$ cat src/rtl/inter_to_wb_pkg.sv
// rtl/inter_to_wb_pkg.sv - soric interconnect shared types: bridge FSM encoding and error data word
package inter_to_wb_pkg;

  typedef enum logic [1:0] {
    IDLE = 2'd0,
    BUS  = 2'd1,
    RESP = 2'd2
  } state_t;

  localparam logic [31:0] ERR_DATA = 32'hBADC_0DE5;

endpackage

$ cat src/rtl/inter_to_wb.sv
// rtl/inter_to_wb.sv - interconnect slave to Wishbone master bridge, one transfer at a time
// Optional Wishbone wait limit enabled by defining INTER_TO_WB_TIMEOUT_EN.
module inter_to_wb
  import inter_to_wb_pkg::*;
#(
  parameter int          DATA_WIDTH = 32,
  parameter int          ADDR_WIDTH = 11,
  parameter logic [31:0] WB_BASE    = 32'h3000_0000,
  parameter int          TIMEOUT    = 255
) (
  input  logic                  clk,
  input  logic                  reset,
  input  logic                  slave_data_req_i,
  input  logic [ADDR_WIDTH-1:0] slave_data_addr_i,
  input  logic                  slave_data_we_i,
  input  logic [3:0]            slave_data_be_i,
  input  logic [DATA_WIDTH-1:0] slave_data_wdata_i,
  output logic [DATA_WIDTH-1:0] slave_data_rdata_o,
  output logic                  slave_data_rvalid_o,
  output logic                  slave_data_gnt_o,
  output logic                  wbm_cyc_o,
  output logic                  wbm_stb_o,
  output logic                  wbm_we_o,
  output logic [3:0]            wbm_sel_o,
  output logic [31:0]           wbm_adr_o,
  output logic [DATA_WIDTH-1:0] wbm_dat_o,
  input  logic [DATA_WIDTH-1:0] wbm_dat_i,
  input  logic                  wbm_ack_i,
  input  logic                  wbm_err_i,
  output logic                  error_o
);

  state_t      state;
  logic [31:0] adr_off;

  // Wishbone side is word addressed: byte offset bits are forced to zero.
  assign adr_off = 32'({slave_data_addr_i[ADDR_WIDTH-1:2], 2'b00});

  assign slave_data_gnt_o = (state == IDLE) && slave_data_req_i;

  logic unused_ok;
  assign unused_ok = &{1'b0, slave_data_addr_i[1:0], (TIMEOUT == 0)};

`ifdef INTER_TO_WB_TIMEOUT_EN
  localparam int CNT_W = ($clog2(TIMEOUT + 1) > 8) ? $clog2(TIMEOUT + 1) : 8;
  localparam logic [CNT_W-1:0] CNT_LAST = CNT_W'(TIMEOUT - 1);
  logic [CNT_W-1:0] tmo_cnt;
`endif

  always_ff @(posedge clk) begin
    if (reset) begin
      state               <= IDLE;
      wbm_cyc_o           <= 1'b0;
      wbm_stb_o           <= 1'b0;
      wbm_we_o            <= 1'b0;
      wbm_sel_o           <= 4'b0;
      wbm_adr_o           <= 32'b0;
      wbm_dat_o           <= '0;
      slave_data_rdata_o  <= '0;
      slave_data_rvalid_o <= 1'b0;
      error_o             <= 1'b0;
`ifdef INTER_TO_WB_TIMEOUT_EN
      tmo_cnt             <= '0;
`endif
    end else begin
      case (state)
        IDLE: begin
          slave_data_rvalid_o <= 1'b0;
          error_o             <= 1'b0;
          if (slave_data_req_i) begin
            wbm_cyc_o <= 1'b1;
            wbm_stb_o <= 1'b1;
            wbm_we_o  <= slave_data_we_i;
            wbm_sel_o <= slave_data_be_i;
            wbm_adr_o <= WB_BASE + adr_off;
            wbm_dat_o <= slave_data_wdata_i;
            state     <= BUS;
`ifdef INTER_TO_WB_TIMEOUT_EN
            tmo_cnt   <= '0;
`endif
          end
        end
        BUS: begin
          // err wins over a simultaneous ack
          if (wbm_err_i || wbm_ack_i) begin
            wbm_cyc_o           <= 1'b0;
            wbm_stb_o           <= 1'b0;
            slave_data_rvalid_o <= 1'b1;
            state               <= RESP;
            if (wbm_err_i) begin
              slave_data_rdata_o <= ERR_DATA;
              error_o            <= 1'b1;
            end else if (!wbm_we_o) begin
              slave_data_rdata_o <= wbm_dat_i;
            end
          end
`ifdef INTER_TO_WB_TIMEOUT_EN
          else if (tmo_cnt == CNT_LAST) begin
            wbm_cyc_o           <= 1'b0;
            wbm_stb_o           <= 1'b0;
            slave_data_rvalid_o <= 1'b1;
            slave_data_rdata_o  <= ERR_DATA;
            error_o             <= 1'b1;
            state               <= RESP;
          end else begin
            tmo_cnt <= tmo_cnt + 1'b1;
          end
`endif
        end
        RESP: begin
          slave_data_rvalid_o <= 1'b0;
          error_o             <= 1'b0;
          state               <= IDLE;
        end
        default: state <= IDLE;
      endcase
    end
  end

endmodule
$ cat config.mk
export PLATFORM = sky130hd
export DESIGN_NAME = inter_to_wb
export DESIGN_NICKNAME = d
export VERILOG_FILES = /design/src/rtl/inter_to_wb_pkg.sv /design/src/rtl/inter_to_wb.sv
export SDC_FILE = /design/constraint.sdc
export NUM_CORES = 1
export LEC_CHECK = 0
export BUFFER_PORTS_ARGS = -buffer_cell sky130_fd_sc_hd__buf_2
export CELL_PAD_IN_SITES_DETAIL_PLACEMENT = 1
export CELL_PAD_IN_SITES_GLOBAL_PLACEMENT = 2
export CORE_ASPECT_RATIO = 1.4
export CORE_MARGIN = 3
export CORE_UTILIZATION = 24
export CTS_BUF_LIST = sky130_fd_sc_hd__clkbuf_4 sky130_fd_sc_hd__clkbuf_8
export CTS_CLUSTER_SIZE = 8
export DETAILED_ROUTE_END_ITERATION = 12
export GPL_TIMING_DRIVEN = 0
export PLACE_DENSITY_LB_ADDON = 0.1
export SLEW_MARGIN = 20
export SYNTH_ARGS = -nofsm -noshare
export SYNTH_HDL_FRONTEND = slang
export SYNTH_SLANG_ARGS = --single-unit
$ cat constraint.sdc
create_clock -name clk -period 1.8 [get_ports clk]
set_clock_uncertainty 0.1 [all_clocks]
set_input_delay 0.27 -clock clk [delete_from_list [all_inputs] [get_ports clk]]
set_output_delay 0.27 -clock clk [all_outputs]
set_load 0.01 [all_outputs]
==> results of run 1 <==
[sequential cells by signal, indices dropped and copies added (netlist names)]
| register | cells |
|---|---|
| error_o | 1 |
| slave_data_rdata_o | 32 |
| slave_data_rvalid_o | 1 |
| state | 2 |
| wbm_adr_o | 10 |
| wbm_dat_o | 32 |
| wbm_sel_o | 4 |
| wbm_stb_o | 1 |
| wbm_we_o | 1 |
[final cells by class]
cell class | instances | area [um^2] | share of cell area (%)
Inverter | 21 | 81.3 | 1.70
Clock buffer | 12 | 153 | 3.19
Buffer | 54 | 345 | 7.21
Sequential cell | 84 | 1680 | 35.1
Tap cell | 185 | 231 | 4.83
Multi-Input combinational cell | 268 | 1390 | 29.0
Timing Repair Buffer | 168 | 846 | 17.7
Clock inverter | 2 | 60.1 | 1.25
[stage by stage]
step                setup WS [ns]  util (%)  hold WS [ns]  std cells
finish                     0.0969      34.4        0.0459        794
global route               0.0125      34.4        0.0289        794
CTS                        0.0336      34.4        0.0216        794
floorplan                   0.371         -         0.306        428
detailed placement          0.101      32.8         0.347        779
global placement            0.112      32.8         0.339        779
[kinds of logic after synthesis]
logic type | after synthesis | share of synthesized area, %
buffers and inverters | 76 | 12.5
other | 1 | 0.110
and+or+nand+nor | 149 | 18.8
DFF | 84 | 49.1
AOI/OAI and AO/OA | 97 | 19.2
muxes | 1 | 0.293
[power breakdown]
group          total, mW  internal, mW  switching (mW)
Sequential          2.03          1.97          0.0588
Combinational      0.711         0.313           0.399
Clock               1.50         0.837           0.664
Total               4.24          3.12            1.12
[placed cells by master, fill, tap and decap left out, types with 4 or more instances in the layout]
cell type / Yosys / layout
inv_1: 20 / 20
a221oi_2: 10 / 10
buf_6: 4 / 4
buf_4: 24 / 26
buf_2: 10 / 175
clkbuf_8: 0 / 10
nor2_1: 21 / 21
nand2_1: 92 / 92
dfxtp_1: 84 / 83
nor2b_1: 14 / 14
a21oi_1: 62 / 62
clkbuf_1: 16 / 16
nand3_1: 14 / 14
a221oi_1: 8 / 8
a22oi_1: 14 / 14
conb_1: 1 / 21
[Yosys cell counts, types with 2 or more instances]
cell type and count:
a21oi_1 62, a221oi_1 8, a221oi_2 10, a22oi_1 14, buf_2 10, buf_4 24, buf_6 4, clkbuf_1 16
dfxtp_1 84, inv_1 20, nand2_1 92, nand2b_1 2, nand3_1 14, nor2_1 21, nor2b_1 14, nor3_1 2
[repair_timing]
item,in CTS,in global routing
setup endpoints to repair,1,1
gates resized for setup,2,1
setup buffers,2,0
[worst min path at each step]
stage | startpoint | endpoint | slack, ns
2_1_floorplan | slave_data_addr_i[10] | wbm_adr_o[10]$_SDFFE_PP0P_ | 0.31
3_3_place_gp | wbm_dat_o[11]$_SDFFE_PP0P_ | wbm_dat_o[11]$_SDFFE_PP0P_ | 0.34
3_5_place_dp | wbm_dat_o[15]$_SDFFE_PP0P_ | wbm_dat_o[15]$_SDFFE_PP0P_ | 0.35
4_1_cts | slave_data_wdata_i[1] | wbm_dat_o[1]$_SDFFE_PP0P_ | 0.02
5_1_grt | slave_data_wdata_i[15] | wbm_dat_o[15]$_SDFFE_PP0P_ | 0.03
6_report | slave_data_wdata_i[1] | wbm_dat_o[1]$_SDFFE_PP0P_ | 0.05
[layer usage]
layer	part of all wire (%)	wire length, um	vias up	track usage [%]
li1	-	-	1701	-
met1	39	4420	1548	15.8
met2	52	5900	110	26.3
met3	7.5	853	8	5.23
met4	1.2	137	0	4.61
met5	0	0	-	0
[critical path, cell delays in order (launching register included)]
cell,delay [ns]
dfxtp_1,0.36
or3b_4,0.42
inv_4,0.08
buf_2,0.13
==> reports/results.tsv, run 1 <==
metric	value	unit
final WL	11300	um
Starting Density	24.6	%
Avg Cell Area, Syn	8.39	um^2
crit path kind	reg -> out	
hold_buf cts	0	
Max H-tree Level	3	
Worst Setup EP	slave_data_gnt_o	
register area share after synthesis	49.1	%
row count	51	
initial antenna violation count	0	
port bufs	166	
largest net degree at the start of global routing	13	
global-route wire length before repair	18200	um
Fin. Hold Viols	0	
clock input transition at the sequential cells of the worst setup and hold paths	0.08	ns
PD cells	886	mW/mm^2
critical path capture point type	output pin	
maxcap violations	0	
Critical Path Source Type	register	
slew at the pin with the worst max-slew slack	0.578	ns
Ys Warns	0	
Crit Reg-Reg Endpoint	wbm_dat_o[16]$_SDFFE_PP0P_	
CTS Buf Count	9	
iteration-0 DRC count of the detailed router	62	
vias per cell	4.24	
fmax	587	MHz
status	finished, final reports clean	
Pleak	2.26	nW
top_reg_cell synth	dfxtp_1	
worst-case register-to-register setup slack	0.15	ns
Post-Syn Instances	408	
maximum VDD drop	0.325	mV
min Tclk post-route	1.70	ns
drt wl/cell	14.2	um
Worst-Skew Late Latency	0.35	ns
Area contributors post-synth	dfxtp_1, nand2_1, a21oi_1	
Worst Hold Class	in -> reg	
DRT antenna net count	0	
Setup crit start	state[0]$_SDFFE_PP0P_	
final instance area	0.00479	mm^2
Yosys top cell by area	dfxtp_1	
full die area	0.0157	mm^2
Post-route DRC	0	
I/O pin count	191	
final setup violating endpoints	0	
Yosys top cell area share	49.1	%
global route total overflow	0	
Via Count	3367	
Slew Limit Fails	0	
gp weighted congestion	0.704	
Worst R2R Path Depth	7	
vias in the first global route	3543	
Final #Nets	691	
RSZ-0062 raised after global routing	false	
synth unique cells	27	
Yosys reg bits	84	
number of fillers in the final layout	1799	
Chip Width	107	um
Clk Tree Root Cell	clkbuf_8	
synthesized cell area	0.00342	mm^2
number of synthesized flops with an enable pin	0	
antenna cells	0	
worst rel slew slack	61.4	%
Detail Placement HPWL	8810	um
GR Util All Layers	14.6	%
Worst EP arrival	1.33	ns
Async S/R FF share, synth	0	%
CTS max path bufs	2	
drt first pass iters	4	
Area Overhead vs Synth	39.9	%
TNS Setup	0	ns
Post-DP Area	0.00456	mm^2
layout cells sized above 1	38.4	%
Sink Count	84	
RR Startpoint	state[0]$_SDFFE_PP0P_	
Tcrit/Tclk final	94.6	%
Req. time, crit path	1.43	ns
hold path cells	3	
Die Ht	147	um
Worst Path Max Fanout	6	
core footprint	0.0139	mm^2
CTS tree	built	
Total Power	4.24	mW
Power figures use the tool's default switching activity.
==> run 2, diff against run 1 <==
==> constraint.sdc (replaced) <==
create_clock -name clk -period 1.8 [get_ports clk]
set_clock_uncertainty 0.1 [all_clocks]
set_input_delay 0.36 -clock clk [delete_from_list [all_inputs] [get_ports clk]]
set_output_delay 0.36 -clock clk [all_outputs]
set_load 0.01 [all_outputs]
==> run 2 against run 1 <==
Global-route usage about the same. Via count up 0.36%. Critical path depth did not move. Non-clock buffer count increased by 2. Worst hold slack gained 0.091 ns. Highest routed layer unchanged.
==> reports/results.tsv, run 2 (same netlist as run 1, synthesis figures left out) <==
metric	value	unit
Crit Reg-Reg Endpoint	wbm_dat_o[16]$_SDFFE_PP0P_	
clock input transition at the sequential cells of the worst setup and hold paths	0.08	ns
worst rel slew slack	61.1	%
# placed instances	779	
slew at the pin with the worst max-slew slack	0.583	ns
Clk Tree Root Cell	clkbuf_8	
final WL	11300	um
Critical Path Source Type	register	
Via Count	3379	
hold path cells	3	
RR Startpoint	state[0]$_SDFFE_PP0P_	
worst-case register-to-register setup slack	0.14	ns
CTS tree	built	
layout cells sized above 1	38.8	%
maxcap violations	0	
fmax	572	MHz
Post-Layout Cell Count	796	
Die Ht	147	um
min Tclk post-route	1.75	ns
Setup crit start	state[0]$_SDFFE_PP0P_	
largest net degree at the start of global routing	13	
Slew Limit Fails	0	
vias in the first global route	3542	
Final #Nets	693	
met1 Track Usage GR	15.9	%
PD cells	883	mW/mm^2
Starting Density	24.6	%
Worst Path Max Fanout	3	
vias per cell	4.24	
Worst Hold Class	in -> reg	
crit path cell chain	or3b_4 -> inv_4 -> buf_6	
TNS Setup	0	ns
Post-route DRC	0	
gp weighted congestion	0.704	
initial antenna violation count	0	
drt first pass iters	4	
iteration-0 DRC count of the detailed router	64	
Worst R2R Path Depth	6	
global-route wire length before repair	18200	um
drt wl/cell	14.2	um
Worst-Skew Late Latency	0.35	ns
global-route met2 utilization	26.3	%
Max H-tree Level	3	
port bufs	166	
Hold Startpoint	slave_data_wdata_i[1]	
full die area	0.0157	mm^2
fin util	34.6	%
GR Util All Layers	14.6	%
Area Overhead vs Synth	40.7	%
I/O pin count	191	
row count	51	
global route total overflow	0	
CP peak stage delay	0.41	ns
maximum VDD drop	0.323	mV
final setup violating endpoints	0	
Pleak	2.27	nW
top flop regs	slave_data_rdata_o: 32 flops, wbm_dat_o: 32 flops, wbm_adr_o: 10 flops	
Detail Placement HPWL	8810	um
antenna cells	0	
CTS max path bufs	2	
crit path kind	reg -> out	
Tcrit/Tclk final	97.2	%
critical path capture point type	output pin	
Fin. Hold Viols	0	
Hold WS	0.137	ns
slowest cell on the critical path	or3b_4	
met3 usage	5.23	%
Hold Path End	wbm_dat_o[1]$_SDFFE_PP0P_	
most common cell after layout, fill and taps aside	buf_2	
RSZ-0062 raised after global routing	true	
Sink Count	84	
status	finished, final reports clean	
most frequent cells in the layout	buf_2, nand2_1, dfxtp_1	
CTS Buf Count	9	
Chip Width	107	um
core footprint	0.0139	mm^2
DRT antenna net count	0	
Req. time, crit path	1.34	ns
Worst EP arrival	1.29	ns
Most Crowded Layer GR	met2	
run 2: final cells by class:
type                            instances  area, um^2
Multi-Input combinational cell        268        1390
Inverter                               21        81.3
Sequential cell                        84        1690
Timing Repair Buffer                  170         867
Buffer                                 54         345
Clock inverter                          2        60.1
Tap cell                              185         231
Clock buffer                           12         153
Fill cell                            1796        9100
run 2: stage by stage:
stage               total power, mW  setup slack [ns]  cell area [um^2]
CTS                            4.34            0.0129              4810
global route                   4.51          -0.00640              4810
global placement               2.78           -0.0237              4560
detailed placement             2.80           -0.0147              4560
floorplan                      2.48             0.353              3500
finish                         4.25            0.0509              4810
run 2: critical path: cells and delay by family (launching register included):
kind / cells / cell delay, ns
simple gates: 1 / 0.41
buf+inv: 2 / 0.19
flops: 1 / 0.34
run 2: per-layer routing:
metal  wire length (um)  vias to the layer above
li1                   -                     1704
met1               4430                     1557
met2               5880                      110
met3                884                        8
met4                149                        0
met5                  0                        -
run 2: power by group:
group | switching [mW] | internal (mW) | leakage, nW
Sequential | 0.0574 | 1.97 | 0.689
Combinational | 0.402 | 0.319 | 1.47
Clock | 0.664 | 0.837 | 0.109
run 2: what timing repair did:
| item | in CTS | in global routing |
|---|---|---|
| endpoints found under the setup margin | 1 | 1 |
| resized for setup | 6 | 0 |
| setup buffers | 4 | 0 |
| hold buffers | 0 | 0 |
| pin swaps | 1 | 0 |
run 2: worst max path at each step:
stage	endpoint	cells past startpoint
final	slave_data_gnt_o	3
after detailed placement	slave_data_gnt_o	5
after global routing	slave_data_gnt_o	3
after global placement	slave_data_gnt_o	5
after floorplan	slave_data_gnt_o	3
after CTS	slave_data_gnt_o	3
==> run 3, diff against run 2 <==
--- a/config.mk
+++ b/config.mk
@@ -16,6 +16,7 @@
 export DETAILED_ROUTE_END_ITERATION = 12
 export GPL_TIMING_DRIVEN = 0
 export PLACE_DENSITY_LB_ADDON = 0.1
+export REMOVE_ABC_BUFFERS = 1
 export SLEW_MARGIN = 20
 export SYNTH_ARGS = -nofsm -noshare
 export SYNTH_HDL_FRONTEND = slang
==> run 3 against run 2 <==
The flow now finishes with violations (negative setup slack). Sequential power hardly changed. Worst hold slack worse by 0.00077 ns. Via count is 2.1% lower. Critical path type unchanged. Largest cell class unchanged. Largest power group unchanged.
==> reports/results.tsv, run 3 (same netlist as run 1, synthesis figures left out) <==
metric	value	unit
Detail Placement HPWL	7180	um
Critical Path Source Type	register	
global route total overflow	0	
Area Overhead vs Synth	32.9	%
Req. time, crit path	1.34	ns
layout cells sized above 1	37.1	%
Hold Startpoint	slave_data_we_i	
CTS Buf Count	9	
antenna cells	0	
crit path kind	reg -> out	
PD cells	891	mW/mm^2
Max H-tree Level	3	
Worst Hold Class	in -> reg	
Worst R2R Path Depth	3	
Total Power	4.05	mW
Chip Width	107	um
Fin. Hold Viols	0	
CTS tree	built	
sw frac	28.6	%
gp weighted congestion	0.661	
GR Util All Layers	14.7	%
hold_buf cts	0	
fmax	546	MHz
Worst-Skew Late Latency	0.35	ns
most common cell after layout, fill and taps aside	buf_2	
port bufs	167	
most frequent cells in the layout	buf_2, nand2_1, dfxtp_1	
critical path capture point type	output pin	
drt first pass iters	4	
worst-case register-to-register setup slack	0.03	ns
Final #Nets	646	
Via Count	3307	
final WL	11700	um
Die Ht	147	um
Worst Path Max Fanout	7	
Post-route DRC	0	
Slew Limit Fails	0	
sequential share of power	50.0	%
vias per cell	4.42	
CTS max path bufs	2	
Crit Reg-Reg Endpoint	slave_data_rdata_o[17]$_SDFFE_PP0P_	
maxcap violations	0	
iteration-0 DRC count of the detailed router	92	
final worst slack	-0.0314	ns
vias in the first global route	3390	
row count	51	
sw power	1.16	mW
Worst EP arrival	1.37	ns
part of the power in combinational logic	16.8	%
Hold WS	0.136	ns
I/O pin count	191	
maximum VDD drop	0.278	mV
top flop regs	slave_data_rdata_o: 32 flops, wbm_dat_o: 32 flops, wbm_adr_o: 10 flops	
initial antenna violation count	0	
failing checks	negative setup slack	
number of fillers in the final layout	1758	
Worst Setup EP	slave_data_gnt_o	
clock share of power	33.2	%
P_int	2.89	mW
Starting Density	24.6	%
RSZ-0062 raised after global routing	true	
TNS Setup	-0.0314	ns
DRT antenna net count	0	
Pleak	2.08	nW
final setup violating endpoints	1	
Setup crit start	state[1]$_SDFFE_PP0P_	
full die area	0.0157	mm^2
status	complete, but fails checks	
largest net degree at the start of global routing	48	
min Tclk post-route	1.83	ns
RR Startpoint	state[1]$_SDFFE_PP0P_	
global-route wire length before repair	18300	um
slew at the pin with the worst max-slew slack	0.865	ns
Tcrit/Tclk final	102	%
clock input transition at the sequential cells of the worst setup and hold paths	0.08	ns
Clk Tree Root Cell	clkbuf_8	
core footprint	0.0139	mm^2
Sink Count	84	
worst rel slew slack	42.3	%
drt wl/cell	15.6	um
## run 3: worst min path at each step
| stage | cells past startpoint | to | slack [ns] |
|---|---|---|---|
| 2_1_floorplan | 1 | slave_data_rdata_o[10]$_SDFFE_PP0P_ | 0.33 |
| 3_3_place_gp | 2 | wbm_adr_o[10]$_SDFFE_PP0P_ | 0.34 |
| 3_5_place_dp | 2 | wbm_dat_o[6]$_SDFFE_PP0P_ | 0.35 |
| 4_1_cts | 3 | wbm_we_o$_SDFFE_PP0P_ | 0.11 |
| 5_1_grt | 3 | wbm_sel_o[3]$_SDFFE_PP0P_ | 0.11 |
| 6_report | 3 | wbm_we_o$_SDFFE_PP0P_ | 0.14 |
## run 3: stage by stage
step                area, um^2  util [%]  std cells  worst slack, ns
detailed placement        4240      30.5        726           -0.836
global placement          4210      30.3        725            -1.95
floorplan                 3150         -        373           -0.417
finish                    4550      32.7        749          -0.0314
global route              4550      32.7        749          -0.0951
CTS                       4520      32.5        748          -0.0902
## run 3: power groups by stage
| stage | sequential [mW] | clock, mW | combinational, mW |
|---|---|---|---|
| 4_1_cts | 2.03 | 1.41 | 0.696 |
| 3_5_place_dp | 2.07 | 0 | 0.639 |
| 6_report | 2.03 | 1.34 | 0.681 |
| 2_1_floorplan | 2.12 | 0 | 0.243 |
| 3_3_place_gp | 2.07 | 0 | 0.627 |
| 5_1_grt | 2.04 | 1.48 | 0.765 |
## run 3: area by class of cell
class                           instances  area, um^2  share of cell area, %
Multi-Input combinational cell        270        1420                   31.2
Sequential cell                        84        1690                   37.1
Timing Repair Buffer                  173         908                   20.0
Inverter                               21        95.1                   2.09
Clock inverter                          3        40.0                  0.881
Timing Repair inverter                  2        25.0                  0.550
Tap cell                              185         231                   5.09
Clock buffer                           11         139                   3.05
## run 3: worst max-delay path, stage by stage, from the launching register on
cell and delay (ns):
dfxtp_4 0.37, or3b_4 0.47, inv_16 0.08, buf_6 0.09
## run 3: metal layers
layer,vias up,global-route usage (%),routed length (um)
met1,1578,17.6,4990
met2,110,24.8,5680
li1,1613,-,-
met3,6,5.36,925
met5,-,0,0
met4,0,3.97,109
## run 3: what timing repair did
item | 4_1_cts | 5_1_grt
gates cloned | 4 | 0
setup buffers | 4 | 1
endpoints found under the setup margin | 80 | 62
pin swaps | 1 | 1
resized for setup | 13 | 5
